[config.mk]
export PLATFORM = sky130hd
export DESIGN_NAME = shift_sequencer_flat
export DESIGN_NICKNAME = d
export VERILOG_FILES = /design/src/rtl/shift_sequencer_if.sv /design/src/rtl/shift_sequencer.sv /design/src/flat_wrapper.sv
export SDC_FILE = /design/constraint.sdc
export NUM_CORES = 1
export LEC_CHECK = 0
export CORE_ASPECT_RATIO = 0.7
export CORE_MARGIN = 2
export CORE_UTILIZATION = 50
export DETAILED_ROUTE_END_ITERATION = 7
export PLACE_DENSITY = 0.94
export SLEW_MARGIN = 20
export SYNTH_ARGS = -nofsm -noshare
export SYNTH_HDL_FRONTEND = slang
export SYNTH_SLANG_ARGS = --single-unit
[constraint.sdc]
create_clock -name clk -period 2.4 [get_ports clk]
set_input_delay 0.48 -clock clk [delete_from_list [all_inputs] [get_ports clk]]
set_output_delay 0.48 -clock clk [all_outputs]
set_load 0.005 [all_outputs]
[src/rtl/shift_sequencer_if.sv]
// Request/result bus for the shift sequencer: a valid/ready request channel
// carrying op, operand and amount, and a valid/ready result channel.
interface shift_sequencer_if #(
   parameter int N = 16,
   parameter int C = 4
);
   logic         in_valid;
   logic         in_ready;
   logic [1:0]   op;
   logic [N-1:0] data_in;
   logic [C-1:0] cnt;
   logic         out_valid;
   logic         out_ready;
   logic [N-1:0] data_out;
   logic         busy;

   modport master (
      output in_valid, op, data_in, cnt, out_ready,
      input  in_ready, out_valid, data_out, busy
   );

   modport slave (
      input  in_valid, op, data_in, cnt, out_ready,
      output in_ready, out_valid, data_out, busy
   );
endinterface

[src/rtl/shift_sequencer.sv]
// Multi-cycle rotate/shift unit: one bit per cycle, result held in DONE
// until the consumer takes it. Expects 2**C == N and a matching bus.
module shift_sequencer #(
   parameter int N = 16,
   parameter int C = 4
) (
   input logic               clk,
   input logic               rst,
   shift_sequencer_if.slave  bus
);

   typedef enum logic [1:0] {IDLE, SHIFT, DONE} state_t;

   localparam logic [C-1:0] CNT_ONE = C'(1);

   state_t       state, state_next;
   logic [N-1:0] acc, acc_next;
   logic [C-1:0] remaining, remaining_next;
   logic [1:0]   op_q, op_q_next;

   function automatic logic [N-1:0] step(input logic [1:0] kind, input logic [N-1:0] value);
      logic [N-1:0] result;
      case (kind)
         2'b00:   result = {value[N-2:0], value[N-1]};
         2'b01:   result = {value[0], value[N-1:1]};
         2'b10:   result = {value[N-2:0], 1'b0};
         default: result = {1'b0, value[N-1:1]};
      endcase
      return result;
   endfunction

   always_ff @(posedge clk) begin
      if (rst) begin
         state     <= IDLE;
         acc       <= '0;
         remaining <= '0;
         op_q      <= 2'b00;
      end else begin
         state     <= state_next;
         acc       <= acc_next;
         remaining <= remaining_next;
         op_q      <= op_q_next;
      end
   end

   // A zero amount skips SHIFT entirely so the result appears one edge after accept.
   always_comb begin
      state_next     = state;
      acc_next       = acc;
      remaining_next = remaining;
      op_q_next      = op_q;
      case (state)
         IDLE: begin
            if (bus.in_valid) begin
               acc_next       = bus.data_in;
               remaining_next = bus.cnt;
               op_q_next      = bus.op;
               state_next     = (bus.cnt == '0) ? DONE : SHIFT;
            end
         end
         SHIFT: begin
            acc_next       = step(op_q, acc);
            remaining_next = remaining - CNT_ONE;
            if (remaining == CNT_ONE) begin
               state_next = DONE;
            end
         end
         DONE: begin
            if (bus.out_ready) begin
               state_next = IDLE;
            end
         end
         default: state_next = IDLE;
      endcase
   end

   assign bus.in_ready  = (state == IDLE);
   assign bus.out_valid = (state == DONE);
   assign bus.busy      = (state != IDLE);
   assign bus.data_out  = acc;

endmodule

[src/flat_wrapper.sv]
// flat-port wrapper written by rule: the top's interface ports become plain ports
module shift_sequencer_flat 
#(
   parameter int N = 16,
   parameter int C = 4
)
  (clk, rst, bus_in_valid, bus_op, bus_data_in, bus_cnt, bus_out_ready, bus_in_ready, bus_out_valid, bus_data_out, bus_busy);
  shift_sequencer_if #(.N(N), .C(C)) bus_i ();
  input logic clk;
  input logic rst;
  input wire logic [$bits(bus_i.in_valid)-1:0] bus_in_valid;
  input wire logic [$bits(bus_i.op)-1:0] bus_op;
  input wire logic [$bits(bus_i.data_in)-1:0] bus_data_in;
  input wire logic [$bits(bus_i.cnt)-1:0] bus_cnt;
  input wire logic [$bits(bus_i.out_ready)-1:0] bus_out_ready;
  output wire logic [$bits(bus_i.in_ready)-1:0] bus_in_ready;
  output wire logic [$bits(bus_i.out_valid)-1:0] bus_out_valid;
  output wire logic [$bits(bus_i.data_out)-1:0] bus_data_out;
  output wire logic [$bits(bus_i.busy)-1:0] bus_busy;
  assign bus_i.in_valid = bus_in_valid;
  assign bus_i.op = bus_op;
  assign bus_i.data_in = bus_data_in;
  assign bus_i.cnt = bus_cnt;
  assign bus_i.out_ready = bus_out_ready;
  assign bus_in_ready = bus_i.in_ready;
  assign bus_out_valid = bus_i.out_valid;
  assign bus_data_out = bus_i.data_out;
  assign bus_busy = bus_i.busy;
  shift_sequencer #(.N(N), .C(C)) u_core (.clk(clk), .rst(rst), .bus(bus_i));
endmodule
==> flow_metrics.py <==
metrics = {
    "logic_synthesis": {
        "yosys.area.top_type_share_pct": 32.7,
        "syn-cell-area_sq_um": 1470,
        "syn-num-nets": 177,
        "synth_area_leaders": "dfxtp_1 (33%), a221oi_2 (7.2%), mux2_2 (6.9%), nor2_1 (5.4%), mux2_4 (5.1%)",
        "ys_types": 40,
        "yosysMostFrequentCell": "dfxtp_1",
        "synth.avg_cell_area_sq_um": 9.86,
        "synth_enable_flop_cells": 0,
        "ys_ff_latch": 24,
        "ys.flop_type": "dfxtp_1",
        "synth_top_cell_by_area": "dfxtp_1",
        "yosys_warnings": 0,
        "netlist_instances": 149,
        "ys_seq_area_share_pct": 32.7,
        "async_reset_ff_share_pct": 0,
        "synth_common_cells": "dfxtp_1 (24), nor2_1 (21), nor3_1 (15)",
    },
    "clocking": {
        "clk_pin_slew_worst_paths_ns": 0.08,
        "clk_latency_ns": 0.26,
        "hold_buffers": 0,
        "clock-sinks": 24,
        "post-cts-setup-buffers": 0,
        "cts-root-buf": "clkbuf_8",
        "clk_path_buf_depth": 2,
        "tritoncts": "done",
        "cts_buffers": 3,
        "h-tree-depth": 1,
        "cts_resized": 0,
    },
    "worst_setup_path": {
        "crit_family": "buffers and inverters",
        "crit_buf_inv": 2,
        "worstReg2RegEnd": "u_core.bus.data_out[3]",
        "ff2ff_path_depth": 3,
        "r2r_setup_slack_ns": 0.55,
        "crit_slowest_cell": "clkdlybuf4s50_1",
        "crit_type": "reg2out",
        "start_kind": "flop",
        "crit_path_max_fanout": 15,
        "crit_arrival_ns": 1.62,
        "reg2reg_from": "u_core.state[0]",
        "worstSetupEndpointType": "output port",
        "path_cells": "or2_2 -> inv_1 -> clkdlybuf4s50_1",
        "cp.required_ns": 1.92,
        "max_stage_delay_ns": 0.49,
    },
    "place": {
        "gp_congestion": 0.786,
        "port_buffers": 44,
        "dp_hpwl_mm": 2.63,
    },
    "global_route": {
        "first_global_vias": 1249,
        "antenna_found_initial": 0,
        "grt_pass1_wl_mm": 5.76,
        "overflow": 0,
        "grt_usage_pct": 22.2,
        "grt_max_degree": 21,
    },
    "die": {
        "initial_utilization_pct": 52.4,
        "core_sq_um": 2800,
        "io_pins": 45,
        "die_w_microns": 68.8,
        "fp-row-count": 16,
        "die_area_sq_um": 3390,
        "die_h_microns": 49.4,
    },
    "route": {
        "vias_per_cell": 5.87,
        "route.detailed.wl_per_inst_microns": 16.1,
        "wirelength_mm": 3.58,
        "drt.antenna.violating_nets": 0,
        "vias": 1304,
        "drt_pass1_iterations": 4,
        "post-route-drc-count": 0,
        "drtIter0Drc": 85,
    },
    "sta": {
        "hold_viol": 0,
        "fin_skew_ns": 0.00103,
        "finalMaxSlewViolations": 0,
        "period_share_pct": 87.5,
        "worst_pin_slew_ns": 0.788,
        "fin_tns_setup_ns": 0,
        "fmax_ghz": 0.476,
        "relSlewSlack_pct": 47.4,
        "rsz0062_at_grt": "no",
        "finalCriticalPeriod_ns": 2.10,
        "setup_viol": 0,
    },
    "cells_and_area": {
        "drive_gt1_share_pct": 20.4,
        "nNetsFinal": 216,
        "area_growth_pct": 29.0,
        "diodes": 0,
        "finish.utilization_pct": 67.6,
    },
    "power_and_ir_drop": {
        "p_leak_nw": 0.704,
        "ir_drop_v": 0.000345,
        "power.density_nw_per_um2": 630,
        "p_total_w": 0.00119,
    },
    "hold_path": {
        "hp-start": "u_core.bus.data_out[4]",
        "worstHoldEndpoint": "u_core.bus.data_out[4]",
        "hp-class": "reg2reg",
        "min_path_cells": 2,
    },
    "job": {
        "drv_cap": 0,
    },
    "status": {
        "outcome": "complete, no violations",
    },
}
[cell type report]
| cell class | count | area (sq um) |
|---|---|---|
| timing repair buffer | 46 | 455 |
| fill | 216 | 907 |
| sequential | 24 | 480 |
| multi-input combinational | 109 | 858 |
| clock buffer | 3 | 41.3 |
| tap | 36 | 45.0 |
| inverter | 4 | 15.0 |
[cell families after synthesis]
| family | Yosys count | synth area share (%) |
|---|---|---|
| and+or+nand+nor | 57 | 21.3 |
| AOI/OAI and AO/OA | 34 | 22.1 |
| DFF | 24 | 32.7 |
| buffers and inverters | 16 | 8.86 |
| muxes | 16 | 13.4 |
| adders and majority gates | 2 | 1.70 |
[cells in the final DEF (no fill, tap or decap), drive strengths merged, types with 2 or more instances in the layout]
cell / instances
a211oi: 6
a21oi: 5
a221oi: 14
and2b: 2
buf: 2
clkbuf: 3
clkdlybuf4s50: 44
dfxtp: 24
ha: 2
inv: 4
mux2: 14
mux2i: 2
nand2b: 3
nor2: 21
nor2b: 2
nor3: 17
nor3b: 4
o21ai: 3
o21ba: 2
[through the flow]
step | worst slack [ns] | instance area (sq um) | hold WS (ns) | cells
global route | 0.219 | 1900 | 0.554 | 222
finish | 0.300 | 1900 | 0.528 | 222
floorplan | 1.05 | 1470 | 0.475 | 149
CTS | 0.300 | 1900 | 0.530 | 222
detailed placement | 0.403 | 1850 | 0.519 | 219
global placement | 0.523 | 1850 | 0.499 | 219
[worst max-delay path by stage]
stage / from / to / slack (ns) / depth (start not counted)
after CTS: u_core.state[0] / bus_in_ready / 0.30 / 3
after global routing: u_core.state[0] / bus_in_ready / 0.22 / 3
final: u_core.state[0] / bus_in_ready / 0.30 / 3
after global placement: bus_in_valid / u_core.state[1] / 0.52 / 4
after detailed placement: bus_in_valid / u_core.remaining[1] / 0.40 / 4
after floorplan: u_core.state[0] / bus_in_ready / 1.05 / 3
[worst min-delay path, delay by kind of cell, from the launching register on]
family | cells | cell delay (ns)
DFF | 1 | 0.34
and+or+nand+nor | 2 | 0.15
[registers in the layout, indices dropped and copies added (netlist names)]
| register | count |
|---|---|
| u_core.op_q | 2 |
| u_core.state | 2 |
| u_core.remaining | 4 |
| u_core.bus.data_out | 16 |
[power by group]
| group | internal [W] | switching (W) |
|---|---|---|
| Combinational | 0.000248 | 0.000186 |
| Clock | 0.000112 | 0.000121 |
| Sequential | 0.000452 | 0.0000735 |
| Total | 0.000813 | 0.000381 |
[per-layer routing]
layer / vias to the layer above / global-route usage [%] / part of all wire (%)
met5: - / 0 / 0
met2: 32 / 38.8 / 48
met3: 12 / 5.31 / 4.1
li1: 626 / - / -
met1: 634 / 27.0 / 46
met4: 0 / 5.56 / 1.8
No activity file was read; power rests on OpenSTA's default activity.
